## src/rtl/micro_sequencer.sv

```systemverilog
// Next-state logic for the microprogrammed control unit.
// Selects the next ROM address from incr / encoder / CR under a
// condition mux, and keeps a small LIFO of return addresses for
// microsubroutine call/return. STACK_DEPTH must be a power of two, 2..8.
module micro_sequencer #(
    parameter int         STACK_DEPTH = 4,
    parameter logic [7:0] FETCH_STATE = 8'd1
) (
    input  logic       clk,
    input  logic       reset,
    input  logic [2:0] n_sel,
    input  logic       inv,
    input  logic [2:0] cond_sel,
    input  logic [7:0] cr,
    input  logic [7:0] enc_state,
    input  logic       mfa,
    input  logic       cond_pass,
    input  logic       ir_l,
    input  logic       ir_s,
    input  logic       cnt_zero,
    input  logic       irq,
    output logic [7:0] state,
    output logic       stack_err
);

    localparam int IW  = $clog2(STACK_DEPTH);
    localparam int SPW = IW + 1;

    typedef enum logic [2:0] {
        N_INCR    = 3'b000,
        N_ENC     = 3'b001,
        N_CR      = 3'b010,
        N_CR_INC  = 3'b011,
        N_CR_ENC  = 3'b100,
        N_ENC_INC = 3'b101,
        N_CALL    = 3'b110,
        N_RET     = 3'b111
    } nsel_e;

    typedef enum logic [2:0] {
        C_MFA   = 3'b000,
        C_PASS  = 3'b001,
        C_IRL   = 3'b010,
        C_IRS   = 3'b011,
        C_CZERO = 3'b100,
        C_IRQ   = 3'b101,
        C_ZERO  = 3'b110,
        C_ONE   = 3'b111
    } csel_e;

    logic [7:0]     stk [STACK_DEPTH];
    logic [SPW-1:0] sp;
    logic [SPW-1:0] sp_m1;
    logic [IW-1:0]  wr_idx;
    logic [IW-1:0]  rd_idx;
    logic [7:0]     incr;
    logic [7:0]     top;
    logic [7:0]     next_state;
    logic           raw;
    logic           c;
    logic           full;
    logic           empty;
    logic           is_call;
    logic           is_ret;
    logic           push_ok;
    logic           pop_ok;
    logic           err_ev;

    assign incr    = state + 8'd1;
    assign full    = (sp == SPW'(STACK_DEPTH));
    assign empty   = (sp == '0);
    assign sp_m1   = sp - SPW'(1);
    assign wr_idx  = sp[IW-1:0];
    assign rd_idx  = sp_m1[IW-1:0];
    assign top     = stk[rd_idx];
    assign is_call = (n_sel == N_CALL);
    assign is_ret  = (n_sel == N_RET);
    // A push into a full stack is dropped; a pop from empty redirects to fetch.
    assign push_ok = is_call && !full;
    assign pop_ok  = is_ret && !empty;
    assign err_ev  = (is_call && full) || (is_ret && empty);
    assign c       = raw ^ inv;

    // Condition mux over the status inputs.
    always_comb begin
        raw = 1'b0;
        case (csel_e'(cond_sel))
            C_MFA:   raw = mfa;
            C_PASS:  raw = cond_pass;
            C_IRL:   raw = ir_l;
            C_IRS:   raw = ir_s;
            C_CZERO: raw = cnt_zero;
            C_IRQ:   raw = irq;
            C_ZERO:  raw = 1'b0;
            C_ONE:   raw = 1'b1;
            default: raw = 1'b0;
        endcase
    end

    // Next-address select.
    always_comb begin
        next_state = incr;
        case (nsel_e'(n_sel))
            N_INCR:    next_state = incr;
            N_ENC:     next_state = enc_state;
            N_CR:      next_state = cr;
            N_CR_INC:  next_state = c ? cr : incr;
            N_CR_ENC:  next_state = c ? cr : enc_state;
            N_ENC_INC: next_state = c ? enc_state : incr;
            N_CALL:    next_state = cr;
            N_RET:     next_state = empty ? FETCH_STATE : top;
            default:   next_state = incr;
        endcase
    end

    // State register, return stack and sticky error flag.
    always_ff @(posedge clk) begin
        if (reset) begin
            state     <= 8'd0;
            sp        <= '0;
            stack_err <= 1'b0;
            for (int i = 0; i < STACK_DEPTH; i++) stk[i] <= 8'd0;
        end else begin
            state <= next_state;
            if (push_ok) begin
                stk[wr_idx] <= incr;
                sp          <= sp + SPW'(1);
            end
            if (pop_ok) sp <= sp_m1;
            if (err_ev) stack_err <= 1'b1;
        end
    end

endmodule

```

## config.mk

```make
export PLATFORM = sky130hd
export DESIGN_NAME = micro_sequencer
export DESIGN_NICKNAME = d
export VERILOG_FILES = /design/src/rtl/micro_sequencer.sv
export SDC_FILE = /design/constraint.sdc
export NUM_CORES = 1
export LEC_CHECK = 0
export CAP_MARGIN = 20
export CORE_ASPECT_RATIO = 0.7
export CORE_UTILIZATION = 54
export CTS_CLUSTER_SIZE = 14
export DETAILED_ROUTE_END_ITERATION = 8
export GPL_TIMING_DRIVEN = 0
export PLACE_DENSITY_LB_ADDON = 0.2
export SYNTH_ARGS = -nofsm -noshare
export SYNTH_HDL_FRONTEND = slang
export SYNTH_SLANG_ARGS = --single-unit
```

## constraint.sdc

```tcl
create_clock -name clk -period 3.1 [get_ports clk]
set_clock_uncertainty 0.05 [all_clocks]
set_input_delay 0.62 -clock clk [delete_from_list [all_inputs] [get_ports clk]]
set_output_delay 0.62 -clock clk [all_outputs]
set_load 0.02 [all_outputs]
```

==> impl_metrics.json <==
{
  "outcome": "finished, violations left",
  "violations": "design-rule violations",
  "synthMostInstantiatedCell": "nor2_1",
  "cp_max_fo": 10,
  "antenna_cells": 0,
  "fin_util": 0.700,
  "antenna_found_initial": 0,
  "wl_microns": 6380,
  "power_mw": 1.34,
  "pwr-share-comb": 0.233,
  "die_area_sq_um": 4990,
  "synthTopCellsByCount": "nor2_1 (49), edfxtp_1 (32), a21oi_1 (16)",
  "wl_per_cell_microns": 18.8,
  "cp-start-kind": "register",
  "r2r_cells": 9,
  "cts_max_level": 2,
  "synth_flop_cell": "edfxtp_1",
  "io_pins": 40,
  "dpl_cell_area_sq_um": 3000,
  "synthesis.nets": 273,
  "finalSetupViolations": 0,
  "layout-drive-gt1-share": 0.0951,
  "final_area_sq_um": 3100,
  "drv_cap": 0,
  "seq_area_frac_synth": 0.473,
  "synth.largest_area_cell": "edfxtp_1",
  "avgSynthCellArea_sq_um": 10.7,
  "cp-startpoint": "sp[0]",
  "synth_top_cell_area_share": 0.378,
  "cts_root_buf": "clkbuf_8",
  "worstSetupPathType": "reg -> reg",
  "endpoint": "stk[1][6]",
  "clkPwrFrac": 0.258,
  "final_max_slew_viol_count": 0,
  "postCtsSetupBuffers": 0,
  "grt_max_degree": 14,
  "relSlewSlack": 0.260,
  "p_int_uw": 966,
  "max_clock_freq_mhz": 337,
  "vdd_drop_max_uv": 335,
  "synthArstFlopShare": 0,
  "hold_violations": 0,
  "die_y_microns": 59.4,
  "p_switching_uw": 377,
  "cts_tree": "yes",
  "synth_cells": 238,
  "ant_nets": 0,
  "cts_hold_buf": 0,
  "grt_pass1_vias": 1914,
  "reg2reg_from": "sp[0]",
  "setup_tns_ns": 0,
  "drt_iter0_markers": 249,
  "area_growth_pct": 22.0,
  "ys_types": 37,
  "p_per_area_nw_per_um2": 433,
  "gp_congestion": 0.835,
  "r2r_slack_ns": 0.13,
  "multi_input_area_sq_um": 1280,
  "numCtsBuffers": 5,
  "synth_top_cells_by_area": "edfxtp_1 (38%), dfxtp_1 (9.5%), nor2_1 (7.2%), mux4_2 (7.1%), a22o_1 (5.2%)",
  "row_count": 20,
  "nets": 318,
  "r2r-end": "stk[1][6]",
  "crit_path_end_kind": "register",
  "hp-class": "reg -> reg",
  "switching_share": 0.281,
  "finalCritPeriodShare": 0.957,
  "vias": 2144,
  "rsz0062_at_grt": "no",
  "syn_area_sq_um": 2540,
  "register_area_sq_um": 1200,
  "grt_pass1_wl_microns": 9690,
  "path_clk_slew_ns": 0.08,
  "dp_hpwl_microns": 4730,
  "grt_usage": 0.264,
  "worstMarginPinSlew_ns": 1.10,
  "initial_core_util": 0.573,
  "io_buffers": 39,
  "clock_latency_ns": 0.30,
  "first_pass_iters": 7,
  "power.share.sequential": 0.509,
  "synth_warnings": 0,
  "drc": 10,
  "core_area_sq_um": 4430,
  "nFillCells": 337,
  "clock_path_buffers": 2,
  "required_ns": 3.04,
  "synth_edf_count": 32,
  "overflow": 0,
  "clock_sinks": 44,
  "die_w_microns": 84.0,
  "synth_seq_cells": 44,
  "leakagePower_nw": 1.11,
  "fin_crit_ns": 2.97,
  "drt-vias-per-instance": 6.32,
  "worstPathArrival_ns": 2.91
}
cell usage in the layout, fill, tap and decap left out, types with 4 or more instances in the layout:
cell type and n:
mux4_2 8, a221oi_1 9, ha_1 4, nand2_1 10
clkbuf_8 5, or3_1 5, nand3_1 5, nor2_1 49
xnor2_1 4, a21oi_1 16, xor2_1 5, mux2i_1 7
a22o_1 15, dfxtp_1 11, o21ai_0 7, edfxtp_1 32
clkdlybuf4s50_1 39, clkbuf_1 13
critical path: stages (launching register included):
cell,delay (ns)
dfxtp_2,0.40
buf_6,0.19
inv_1,0.11
ha_1,0.24
a21o_1,0.19
or3_1,0.35
clkbuf_1,0.25
or3_1,0.37
clkbuf_1,0.26
nand2b_4,0.22
metrics by stage:
step           cells  worst slack, ns  hold WS [ns]
2_1_floorplan    238            0.284         0.491
3_3_place_gp     332           -0.282         0.406
3_5_place_dp     332           -0.325         0.408
4_1_cts          339           0.0424         0.434
5_1_grt          339          0.00104         0.459
6_report         339            0.135         0.432
power by group through the flow:
stage               combinational, mW  sequential [mW]  clock (mW)
global placement                0.301            0.694           0
detailed placement              0.306            0.696           0
floorplan                       0.173            0.703           0
global route                    0.333            0.687       0.369
finish                          0.314            0.683       0.346
CTS                             0.311            0.682       0.344
worst min path at each step:
stage / startpoint / endpoint / slack [ns] / depth (start not counted)
3_3_place_gp: stack_err / stack_err / 0.41 / 2
2_1_floorplan: sp[2] / sp[2] / 0.49 / 2
3_5_place_dp: stack_err / stack_err / 0.41 / 2
4_1_cts: stack_err / stack_err / 0.43 / 2
6_report: stack_err / stack_err / 0.43 / 2
5_1_grt: stack_err / stack_err / 0.46 / 2
repair_timing:
action / in CTS / in global routing
endpoints found under the setup margin: 24 / 16
gates resized for setup: 6 / 1
pin swaps: 0 / 0
hold endpoints to repair: 0 / 0
kinds of logic (layout without fill, tap and decap cells):
logic type / count (synthesis) / after routing / synth area share
AO/OA/AOI/OAI: 62 / 62 / 0.180
XOR/XNOR: 10 / 10 / 0.0419
AND/OR/NAND/NOR: 83 / 83 / 0.147
buffers and inverters: 19 / 65 / 0.0296
flip-flops: 44 / 44 / 0.473
adder cells (fa/ha/maj): 4 / 4 / 0.0197
multiplexers: 16 / 16 / 0.109
state kept, by name, indices dropped and copies added (netlist names):
signal     count
sp             3
state          8
stack_err      1
stk           32
routing by layer:
metal  share of wire  vias to the layer above  track usage
li1                -                      988            -
met1            0.45                     1031        0.378
met2            0.44                      117        0.402
met3            0.10                        8       0.0682
met4          0.0075                        0       0.0764
met5               0                        -            0
area by class of cell:
cell class / count / share of cell area
clock buffer: 7 / 0.0246
tap: 55 / 0.0222
inverter: 4 / 0.00484
buffer: 14 / 0.0202
multi-input combinational: 175 / 0.413
clock inverter: 1 / 0.00161
timing repair buffer: 39 / 0.126
sequential: 44 / 0.388
Note: power is estimated with default switching activity, not from simulation.
